File: config.mk
export PLATFORM = sky130hd
export DESIGN_NAME = fifo_port_arbiter
export DESIGN_NICKNAME = d
export VERILOG_FILES = /design/src/rtl/fifo_port_arbiter.sv
export SDC_FILE = /design/constraint.sdc
export NUM_CORES = 1
export LEC_CHECK = 0
export CORE_ASPECT_RATIO = 1.2
export CORE_UTILIZATION = 31
export CTS_CLUSTER_DIAMETER = 120
export DETAILED_ROUTE_END_ITERATION = 16
export SYNTH_ARGS = -nofsm -noshare
export SYNTH_HDL_FRONTEND = slang
export SYNTH_SLANG_ARGS = --single-unit
File: constraint.sdc
create_clock -name glb_clk -period 2.4 [get_ports glb_clk]
set_clock_uncertainty 0.15 [all_clocks]
set_input_delay 0.48 -clock glb_clk [delete_from_list [all_inputs] [get_ports glb_clk]]
set_output_delay 0.48 -clock glb_clk [all_outputs]
set_load 0.05 [all_outputs]
File: src/rtl/fifo_port_arbiter.sv
// fifo_port_arbiter: round-robin packet arbiter driving fifo_sel_bits for one cross-bar output FIFO.
// Define ARB_TIMEOUT_EN to add a stall watchdog that force-releases a hung grant after TIMEOUT cycles.
module fifo_port_arbiter #(
    parameter int PORT_NUM = 4,
    parameter int CNT_W    = 16,
    parameter int BEAT_W   = 12
`ifdef ARB_TIMEOUT_EN
    ,
    parameter int TIMEOUT  = 1024
`endif
) (
    input  logic                glb_clk,
    input  logic                glb_areset_n,
    input  logic                arb_en,
    input  logic [PORT_NUM-1:0] port_req,
    input  logic                obs_tvalid,
    input  logic                obs_tready,
    input  logic                obs_tlast,
    output logic [PORT_NUM-1:0] fifo_sel_bits,
    output logic                grant_active,
    output logic [CNT_W-1:0]    pkt_cnt,
    output logic [BEAT_W-1:0]   beat_cnt,
    output logic                timeout_err
);
    localparam int PTR_W = (PORT_NUM > 1) ? $clog2(PORT_NUM) : 1;

    typedef enum logic [1:0] {
        IDLE  = 2'd0,
        START = 2'd1,
        BUSY  = 2'd2
    } state_t;

    state_t              state_q, state_d;
    logic [PORT_NUM-1:0] sel_q, sel_d;
    logic                grant_q, grant_d;
    logic [PTR_W-1:0]    rr_q, rr_d;
    logic [PTR_W-1:0]    win_q, win_d;
    logic [PTR_W-1:0]    pick_idx;
    logic                pick_valid;
    logic [CNT_W-1:0]    pkt_q, pkt_d;
    logic [BEAT_W-1:0]   beat_q, beat_d;
    logic                tout_q, tout_d;
    logic                beat;

`ifdef ARB_TIMEOUT_EN
    localparam int STALL_W = (TIMEOUT > 1) ? $clog2(TIMEOUT) : 1;
    logic [STALL_W-1:0]  stall_q, stall_d;
`endif

    function automatic logic [BEAT_W-1:0] sat_inc(input logic [BEAT_W-1:0] v);
        return (&v) ? v : v + BEAT_W'(1);
    endfunction

    function automatic logic [PORT_NUM-1:0] onehot(input logic [PTR_W-1:0] idx);
        logic [PORT_NUM-1:0] r;
        r      = '0;
        r[idx] = 1'b1;
        return r;
    endfunction

    function automatic logic [PTR_W-1:0] wrap_idx(input logic [PTR_W-1:0] base, input int off);
        return PTR_W'((int'(base) + off) % PORT_NUM);
    endfunction

    assign beat = obs_tvalid & obs_tready;

    // Search starts just above the last served port so it drops to lowest priority.
    always_comb begin
        pick_valid = 1'b0;
        pick_idx   = '0;
        for (int i = 1; i <= PORT_NUM; i++) begin
            if (!pick_valid && port_req[wrap_idx(rr_q, i)]) begin
                pick_valid = 1'b1;
                pick_idx   = wrap_idx(rr_q, i);
            end
        end
    end

    always_comb begin
        state_d = state_q;
        sel_d   = sel_q;
        grant_d = grant_q;
        rr_d    = rr_q;
        win_d   = win_q;
        pkt_d   = pkt_q;
        beat_d  = beat_q;
        tout_d  = 1'b0;
`ifdef ARB_TIMEOUT_EN
        stall_d = '0;
`endif
        case (state_q)
            IDLE: begin
                if (arb_en && pick_valid) begin
                    state_d = START;
                    win_d   = pick_idx;
                    sel_d   = onehot(pick_idx);
                    grant_d = 1'b1;
                    beat_d  = '0;
                end
            end
            START, BUSY: begin
                // A request withdrawn before any data moved is dropped without a turn being consumed.
                if (state_q == START && !port_req[win_q]) begin
                    state_d = IDLE;
                    sel_d   = '0;
                    grant_d = 1'b0;
                end else if (beat) begin
                    beat_d = sat_inc(beat_q);
                    if (obs_tlast) begin
                        state_d = IDLE;
                        sel_d   = '0;
                        grant_d = 1'b0;
                        rr_d    = win_q;
                        pkt_d   = pkt_q + CNT_W'(1);
                    end else begin
                        state_d = BUSY;
                    end
                end
`ifdef ARB_TIMEOUT_EN
                else if (stall_q == STALL_W'(TIMEOUT - 1)) begin
                    state_d = IDLE;
                    sel_d   = '0;
                    grant_d = 1'b0;
                    rr_d    = win_q;
                    tout_d  = 1'b1;
                end else begin
                    stall_d = stall_q + STALL_W'(1);
                end
`endif
            end
            default: begin
                state_d = IDLE;
                sel_d   = '0;
                grant_d = 1'b0;
            end
        endcase
    end

    always_ff @(posedge glb_clk) begin
        if (!glb_areset_n) begin
            state_q <= IDLE;
            sel_q   <= '0;
            grant_q <= 1'b0;
            rr_q    <= PTR_W'(PORT_NUM - 1);
            win_q   <= '0;
            pkt_q   <= '0;
            beat_q  <= '0;
            tout_q  <= 1'b0;
        end else begin
            state_q <= state_d;
            sel_q   <= sel_d;
            grant_q <= grant_d;
            rr_q    <= rr_d;
            win_q   <= win_d;
            pkt_q   <= pkt_d;
            beat_q  <= beat_d;
            tout_q  <= tout_d;
        end
    end

`ifdef ARB_TIMEOUT_EN
    always_ff @(posedge glb_clk) begin
        if (!glb_areset_n) begin
            stall_q <= '0;
        end else begin
            stall_q <= stall_d;
        end
    end
`endif

    assign fifo_sel_bits = sel_q;
    assign grant_active  = grant_q;
    assign pkt_cnt       = pkt_q;
    assign beat_cnt      = beat_q;
    assign timeout_err   = tout_q;

endmodule

# Word level (Yosys, flattened, before mapping)
# Cells that the tools add are included.
[word_totals] ff_bits=39
[classes] n_addsub=6 magnitude_cmp=7 eq_ne=8 muxes=40 bitwise_logic=2 reduce_logical=19
[op_table] op="2-to-1 mux 12 bit" count=4
[op_table] op="case mux 12 bit (2 select lines)" count=1
[op_table] op="less-than comparator 2 x 3 -> 1 bit, second input constant" count=6
[op_table] op="adder 16 x 1 -> 16 bit, second input constant" count=1
[op_table] op="2-to-1 mux 2 bit" count=8
[op_table] op="2-to-1 mux 4 bit" count=4
[op_table] op="2-to-1 mux 1 bit" count=14
[op_table] op="adder 12 x 1 -> 12 bit, second input constant" count=1
[op_table] op="AND reduction 12 bit" count=1
[op_table] op="binary-select mux 1 bit (select 2 bit)" count=5
[op_table] op="inequality test 2 bit, second input constant" count=4
[op_table] op="case mux 4 bit (2 select lines)" count=1
[op_table] op="logical AND 1 bit" count=6
[op_table] op="inequality test 3 bit, second input constant" count=2
[op_table] op="AND reduction 5 bit" count=1
[op_table] op="adder 2 x 1 -> 2 bit, second input constant" count=2
[op_table] op="adder 2 bit, second input constant" count=2
[op_table] op="zero test 1 bit" count=4
[op_table] op="case mux 2 bit (2 select lines)" count=1
[op_table] op="AND reduction 2 bit" count=2
[op_table] op="AND reduction 4 bit" count=1
[op_table] op="AND reduction 3 bit" count=1
[op_table] op="demux 1 bit (select 2 bit)" count=1
[op_table] op="equality test 2 x 1 -> 1 bit, second input constant" count=1
[op_table] op="other kinds (8)" count=8

# Logic depth before layout (Yosys ltp)
# Gate-level depths: netlist (run 1).
[logic_depth] word_depth=19 depth_mapped=8 ltp_nobuf=7

# Worst setup path after synthesis (run 1)
# OpenSTA, ideal clock, no wires.
[synth_timing] path_kind="register to register" start="reg state_q[0]" end="reg beat_q[7], in the netlist beat_cnt[7]" setup_ps=120 arrival_ps=1948 required_ps=2130 path_slack_ps=182 path_stages_with_launch=8 path_buffers=0 path_cell_list="dfxtp_1 > inv_1 > ha_1 > nand2b_1 > and4_1 > a21o_1 > or4_4 > mux2i_1"
[synth_between] elab_chain_len=4
[synth_lines] element="start, declared" line_no="33" source="state_t state_q, state_d;"
[synth_lines] element="start signal, assigned" line_no="150" source="state_q <= state_d;"
[synth_lines] element="equality test 2 x 1 -> 1 bit or equality test 2 bit (tied branches)" line_no="91, 103"
[synth_lines] element="OR reduction 2 bit or logical AND 1 bit (tied branches)" line_no="91, 103"
[synth_lines] element="inequality test 2 bit (no source line) or nonzero test 2 bit (tied branches)"
[synth_lines] element="AND reduction 5 bit (no source line)"
[synth_lines] element="end signal, assigned" line_no="156" source="beat_q <= beat_d;"
[synth_lines] element="end, declared" line_no="41" source="logic [BEAT_W-1:0] beat_q, beat_d;"
# Parallel ways exist; a longest one is shown, timed or not.
# A chain may end at the register's enable or synchronous reset.

# Worst setup path in the final report (run 1)
[layout_timing] start="reg state_q[0]" end="reg beat_q[0], in the netlist beat_cnt[0]"
# The elaborated chain is that of the path after synthesis.

==> impl_metrics.yaml, run 1 <==
place:
  place_ws_ns: -0.09593
  dpl_cell_area_um2: 2744
  io_buffers: 42
  place_congestion: 0.7956
  hpwl_mm: 3.954
die:
  core_um2: 6446
  dieWidth_um: 76.79
  start_util_pct: 32.28
  rows: 32
  ios: 44
  die-height_um: 91.75
  die_area_um2: 7045
clock_network:
  cts_resized: 0
  cts.reportedPaths.clkPinSlew_ns: 0.08
  clk_latency_ns: 0.29
  cts.path.max_buffers: 2
  cts_hold_buf: 0
  cts_max_level: 2
  cts_buffers: 5
  cts_tree: "yes"
  cts.root.buffer_cell: "clkbuf_8"
  clock-sinks: 39
  post_cts_buffers: 0
worst_hold_path:
  worstHoldStart: "fifo_sel_bits[3]$_SDFFE_PN0P_"
  hp-class: "reg2reg"
routing:
  vias_per_cell: 5.033
  dr.pass1.iters: 5
  routedWlPerCell_um: 13.11
  drt_iter0_drc: 76
  routed_wl_mm: 5.180
  route.detailed.drc: 0
  vias: 1988
  detail-route-antenna-nets: 0
logic_synthesis:
  synthCells: 246
  synth_area_um2: 2081
  synth_top_area_share_pct: 37.52
  ys_seq_elements: 39
  synth-edff-count: 0
  syn_area_per_cell_um2: 8.458
  ys.flop_type: "dfxtp_1"
  ys_seq_area_share_pct: 37.52
  synthTopCellsByArea: "dfxtp_1 (38%), nand2_1 (5.1%), and2_1 (4.8%), xor2_1 (4.2%), nor2_1 (3.1%)"
  yosysTopAreaCell: "dfxtp_1"
  syn-num-nets: 260
  ys_types: 51
  yosys_warnings: 0
  async_reset_ff_share_pct: 0
run_status:
  status: "finished clean"
finish:
  final_nets: 324
  finalInstanceArea_um2: 2831
  antenna_cells: 0
  drive_gt1_share_pct: 14.52
  area_delta_synth_final_pct: 36.08
timing:
  report.final.hold_viol_count: 0
  rsz0062_at_grt: "false"
  drv_slew: 0
  final.min_clock_period_ns: 2.271
  worst_pin_slew_ns: 0.5027
  max_freq_ghz: 0.4404
  fin_ws_ns: 0.1293
  finalSetupTns_ns: 0
  slew_headroom_pct: 66.38
  finalSetupViolCount: 0
  period_share_pct: 94.61
grt:
  grt_pass1_wl_mm: 8.963
  grt_pass1_vias: 1980
  grt_max_degree: 16
  antenna_found_initial: 0
  overflow: 0
  grtUsageTotal_pct: 15.81
pwr:
  internal_power_mw: 1.366
  swShare_pct: 39.39
  p_seq_share_pct: 32.5
  pwr-share-comb_pct: 47.3
  leakage_nw: 1.100
  power_switching_uw: 887.7
  clock_power_share_pct: 20.2
  ir_worst_vdd_v: 0.0003622
  power.density_nw_per_um2: 796.0
critical_path:
  startpoint_type: "register"
  end_kind: "register"
  path_max_fanout: 7
  cp.arrival_ns: 2.31
  reg2reg_from: "state_q[0]$_SDFFE_PN0P_"
  path_class: "reg2reg"
  crit_start: "state_q[0]$_SDFFE_PN0P_"
  worst-endpoint-required_ns: 2.44
flow_run:
  maxCapViolCount: 0
-- power by group through the flow --
stage | logic, mW | clock network [mW] | registers [mW]
final | 1.07 | 0.455 | 0.733
after detailed placement | 1.06 | 0 | 0.747
after global routing | 1.17 | 0.500 | 0.739
after floorplan | 0.575 | 0 | 0.812
after CTS | 1.07 | 0.476 | 0.733
after global placement | 1.06 | 0 | 0.747
-- cell usage in the layout (no fill, tap or decap), types with 2 or more instances in the layout --
master / synthesis / final
a21boi_0: 3 / 3
a21o_1: 2 / 2
a21oi_1: 9 / 9
a31o_2: 5 / 5
a31oi_1: 5 / 5
a32o_1: 2 / 2
and2_1: 16 / 16
and4_1: 3 / 3
buf_4: 1 / 23
clkbuf_8: 0 / 6
clkdlybuf4s50_1: 0 / 42
dfxtp_1: 39 / 39
ha_1: 4 / 4
inv_1: 14 / 14
mux2_4: 2 / 2
mux2i_1: 3 / 3
nand2_1: 28 / 28
nand2b_1: 4 / 4
nand3_1: 11 / 11
nand4_1: 7 / 7
nor2_1: 17 / 17
nor3_1: 8 / 8
nor4_1: 5 / 5
o21ai_0: 5 / 5
o221a_2: 3 / 3
o22ai_1: 2 / 2
o31ai_1: 3 / 3
o41ai_1: 2 / 2
or3_1: 2 / 2
or4_1: 2 / 2
xnor2_1: 4 / 4
xor2_1: 10 / 10
-- worst paths after layout --
path | end | depth (start not counted) | slack [ns]
setup / recovery | beat_cnt[0]$_SDFFE_PN0P_ | 8 | 0.13
hold / removal | fifo_sel_bits[3]$_SDFFE_PN0P_ | 2 | 0.30
setup reg to reg | beat_cnt[0]$_SDFFE_PN0P_ | 8 | 0.13
hold reg to reg | fifo_sel_bits[3]$_SDFFE_PN0P_ | 2 | 0.30
-- state kept, by name, summed over array words and instances (netlist names) --
signal / count
win_q: 2
grant_active: 1
pkt_cnt: 16
fifo_sel_bits: 4
rr_q: 2
beat_cnt: 12
state_q: 2
-- worst max-delay path: stages (launching register included) --
cell      delay, ns
dfxtp_1        0.36
inv_1          0.05
ha_1           0.30
nand2b_1       0.19
and4_1         0.23
a21o_1         0.23
nor2_1         0.39
buf_4          0.20
o22ai_1        0.05
-- synthesized netlist by cell type, types with 5 or more instances --
master and number:
nor3_1 8, nor2_1 17, a31o_2 5, and2_1 16, dfxtp_1 39, o21ai_0 5, nand4_1 7, nor4_1 5
nand2_1 28, a31oi_1 5, nand3_1 11, xor2_1 10, clkbuf_1 5, a21oi_1 9, inv_1 14
-- routing by layer --
layer	vias up	part of all wire, %	global-route usage [%]	routed length (um)
met5	-	0	0	0
met1	930	44	17.74	2296
met2	31	51	28.42	2630
met3	9	2.4	2.687	123
li1	1018	-	-	-
met4	0	2.5	8.013	129
-- cells by family after synthesis --
kind of cell	Yosys count	synth area share, %
simple gates	109	27.12
compound gates	52	19.72
flops	39	37.52
buf+inv	22	4.269
xor+xnor	14	5.893
mux	5	2.886
fa+ha+maj	4	2.405
other cells	1	0.1802
-- metrics by stage --
stage / std cells / hold WS (ns) / power, mW / util (%)
3_3_place_gp: 388 / 0.2995 / 1.805 / 42.57
4_1_cts: 395 / 0.3116 / 2.278 / 43.92
6_report: 395 / 0.3035 / 2.254 / 43.92
2_1_floorplan: 246 / 0.2904 / 1.387 / -
5_1_grt: 395 / 0.3259 / 2.408 / 43.92
3_5_place_dp: 388 / 0.2898 / 1.807 / 42.57
-- final cells by class --
cell class              instances  area, um2
fillers                       656       3615
multi-input cells             185       1211
flip-flops and latches         39      780.7
repair buffers                 65      593.1
well taps                      85      106.4
clock buffers                   6      82.58
inverters                      14      52.55
clock inverters                 1      5.005
(Power assumes the default switching activity.)
==> inputs of run 2 (changes only) <==
--- a/config.mk
+++ b/config.mk
@@ -6,9 +6,10 @@
 export NUM_CORES = 1
 export LEC_CHECK = 0
 export CORE_ASPECT_RATIO = 1.2
-export CORE_UTILIZATION = 31
+export CORE_UTILIZATION = 51
 export CTS_CLUSTER_DIAMETER = 120
 export DETAILED_ROUTE_END_ITERATION = 16
+export PLACE_DENSITY = 0.8
 export SYNTH_ARGS = -nofsm -noshare
 export SYNTH_HDL_FRONTEND = slang
 export SYNTH_SLANG_ARGS = --single-unit
==> run 2 against run 1 <==
  * Critical path depth fell by 2
  * Total power fell by 0.82%
  * Clock power fell by 2%
  * Sequential cell count did not move
  * Register-to-register slack barely moved
  * Clock-buffer cell count did not move
  * Highest routed layer unchanged
==> impl_metrics.yaml, run 2 (synthesis gave the netlist of run 1 again) <==
finish:
  drive_gt1_share_pct: 14.05
  area_delta_synth_final_pct: 32.95
  antenna_cells: 0
  fin_util_pct: 70.75
  layout_common_cells: "clkdlybuf4s50_1 (42), dfxtp_1 (38), nand2_1 (28)"
  final_nets: 320
  final_common_cell: "clkdlybuf4s50_1"
  largest_register_ffs: 16
critical_path:
  startpoint_type: "input pin"
  cp.arrival_ns: 2.36
  path_class: "in2reg"
  crit_buf_inv: 1
  cpPeakStageDelay_ns: 0.58
  path_cells: "clkdlybuf4s50_1 -> mux2_4 -> o221ai_4 -> o21a_4 -> or4_4 -> mux2i_1"
  end_kind: "register"
  cp_slowest_cell: "clkdlybuf4s50_1"
  worst-endpoint-required_ns: 2.46
  path_max_fanout: 6
  path_delay_family: "buffers and inverters"
die:
  ios: 44
  die-height_um: 71.97
  core_um2: 3910
  die_area_um2: 4341
  dieWidth_um: 60.31
  rows: 25
  start_util_pct: 53.22
timing:
  final.min_clock_period_ns: 2.298
  finalSetupTns_ns: 0
  report.final.hold_viol_count: 0
  period_share_pct: 95.73
  fin_ws_ns: 0.1025
  slew_headroom_pct: 64.96
  drv_slew: 0
  max_freq_ghz: 0.4353
  fin_hold_ws_ns: 0.3147
  finalSetupViolCount: 0
  worst_pin_slew_ns: 0.5239
  rsz0062_at_grt: "false"
place:
  io_buffers: 42
  place_ws_ns: -0.1694
  hpwl_mm: 3.689
  place_congestion: 0.8657
clock_network:
  cts_max_level: 2
  cts.path.max_buffers: 2
  clock-sinks: 39
  cts_hold_buf: 0
  cts.root.buffer_cell: "clkbuf_8"
  cts_tree: "yes"
  clk_latency_ns: 0.29
  cts.reportedPaths.clkPinSlew_ns: 0.08
  cts_buffers: 5
run_status:
  status: "finished clean"
routing:
  detail-route-antenna-nets: 0
  routed_wl_mm: 4.947
  dr.pass1.iters: 4
  drt_iter0_drc: 108
  routedWlPerCell_um: 13.74
  vias_per_cell: 5.561
  vias: 2002
  route.detailed.drc: 0
grt:
  grt_pass1_wl_mm: 8.714
  grt_max_degree: 24
  overflow: 0
  antenna_found_initial: 0
  grtUsageTotal_pct: 25.94
  grt_pass1_vias: 1985
pwr:
  ir_worst_vdd_v: 0.0005839
  leakage_nw: 1.082
  power.density_nw_per_um2: 808.0
worst_hold_path:
  hp-class: "reg2reg"
flow_run:
  maxCapViolCount: 0
run 2: changes by cell type in the layout (fill, tap and decap cells not counted), sizes merged:
cell / delta
buf: -4
run 2: layout make-up:
cell class | count | area, um2
multi-input combinational | 185 | 1214
fill | 332 | 1144
sequential | 39 | 782.0
timing repair buffer | 61 | 563.0
clock buffer | 6 | 82.58
tap | 54 | 67.56
inverter | 14 | 52.55
clock inverter | 1 | 5.005
run 2: stage by stage:
stage	power [mW]	cell area, um2	cells
6_report	2.235	2766	360
5_1_grt	2.386	2766	360
4_1_cts	2.232	2763	360
3_5_place_dp	1.780	2675	353
3_3_place_gp	1.761	2675	353
2_1_floorplan	1.387	2081	246
run 2: final timing paths:
| kind | start | cells past startpoint | end | slack [ns] |
|---|---|---|---|---|
| setup / recovery | port_req[3] | 6 | beat_cnt[7]$_SDFFE_PN0P_ | 0.10 |
| setup reg to reg | state_q[0]$_SDFFE_PN0P_ | 7 | beat_cnt[7]$_SDFFE_PN0P_ | 0.13 |
| hold reg to reg | fifo_sel_bits[3]$_SDFFE_PN0P_ | 2 | fifo_sel_bits[3]$_SDFFE_PN0P_ | 0.31 |
| hold / removal | fifo_sel_bits[3]$_SDFFE_PN0P_ | 2 | fifo_sel_bits[3]$_SDFFE_PN0P_ | 0.31 |
run 2: where the power goes:
part | switching (mW) | internal (mW) | total [mW] | leakage, nW
Clock | 0.221 | 0.225 | 0.447 | 0.0470
Sequential | 0.0377 | 0.696 | 0.734 | 0.316
Combinational | 0.629 | 0.426 | 1.06 | 0.719
Total | 0.888 | 1.35 | 2.24 | 1.08
run 2: metal layers:
metal,part of all wire [%],GRT usage [%],up-vias
met5,0,0,-
met4,1.7,10.08,0
met3,4.2,5.882,11
met2,50,42.86,51
met1,44,32.20,936
li1,-,-,1004
run 2: worst reg2reg max path: stages, from the launching register on:
cell and delay (ns):
dfxtp_2 0.35, inv_1 0.05, ha_1 0.29, nand2b_1 0.20
and4_1 0.23, a21o_1 0.24, or4_4 0.51, mux2i_1 0.18
run 2: what timing repair did:
| item | 4_1_cts | 5_1_grt |
|---|---|---|
| buffers inserted | 0 | 0 |
| gates resized for setup | 0 | 2 |
| endpoints found under the setup margin | 0 | 9 |
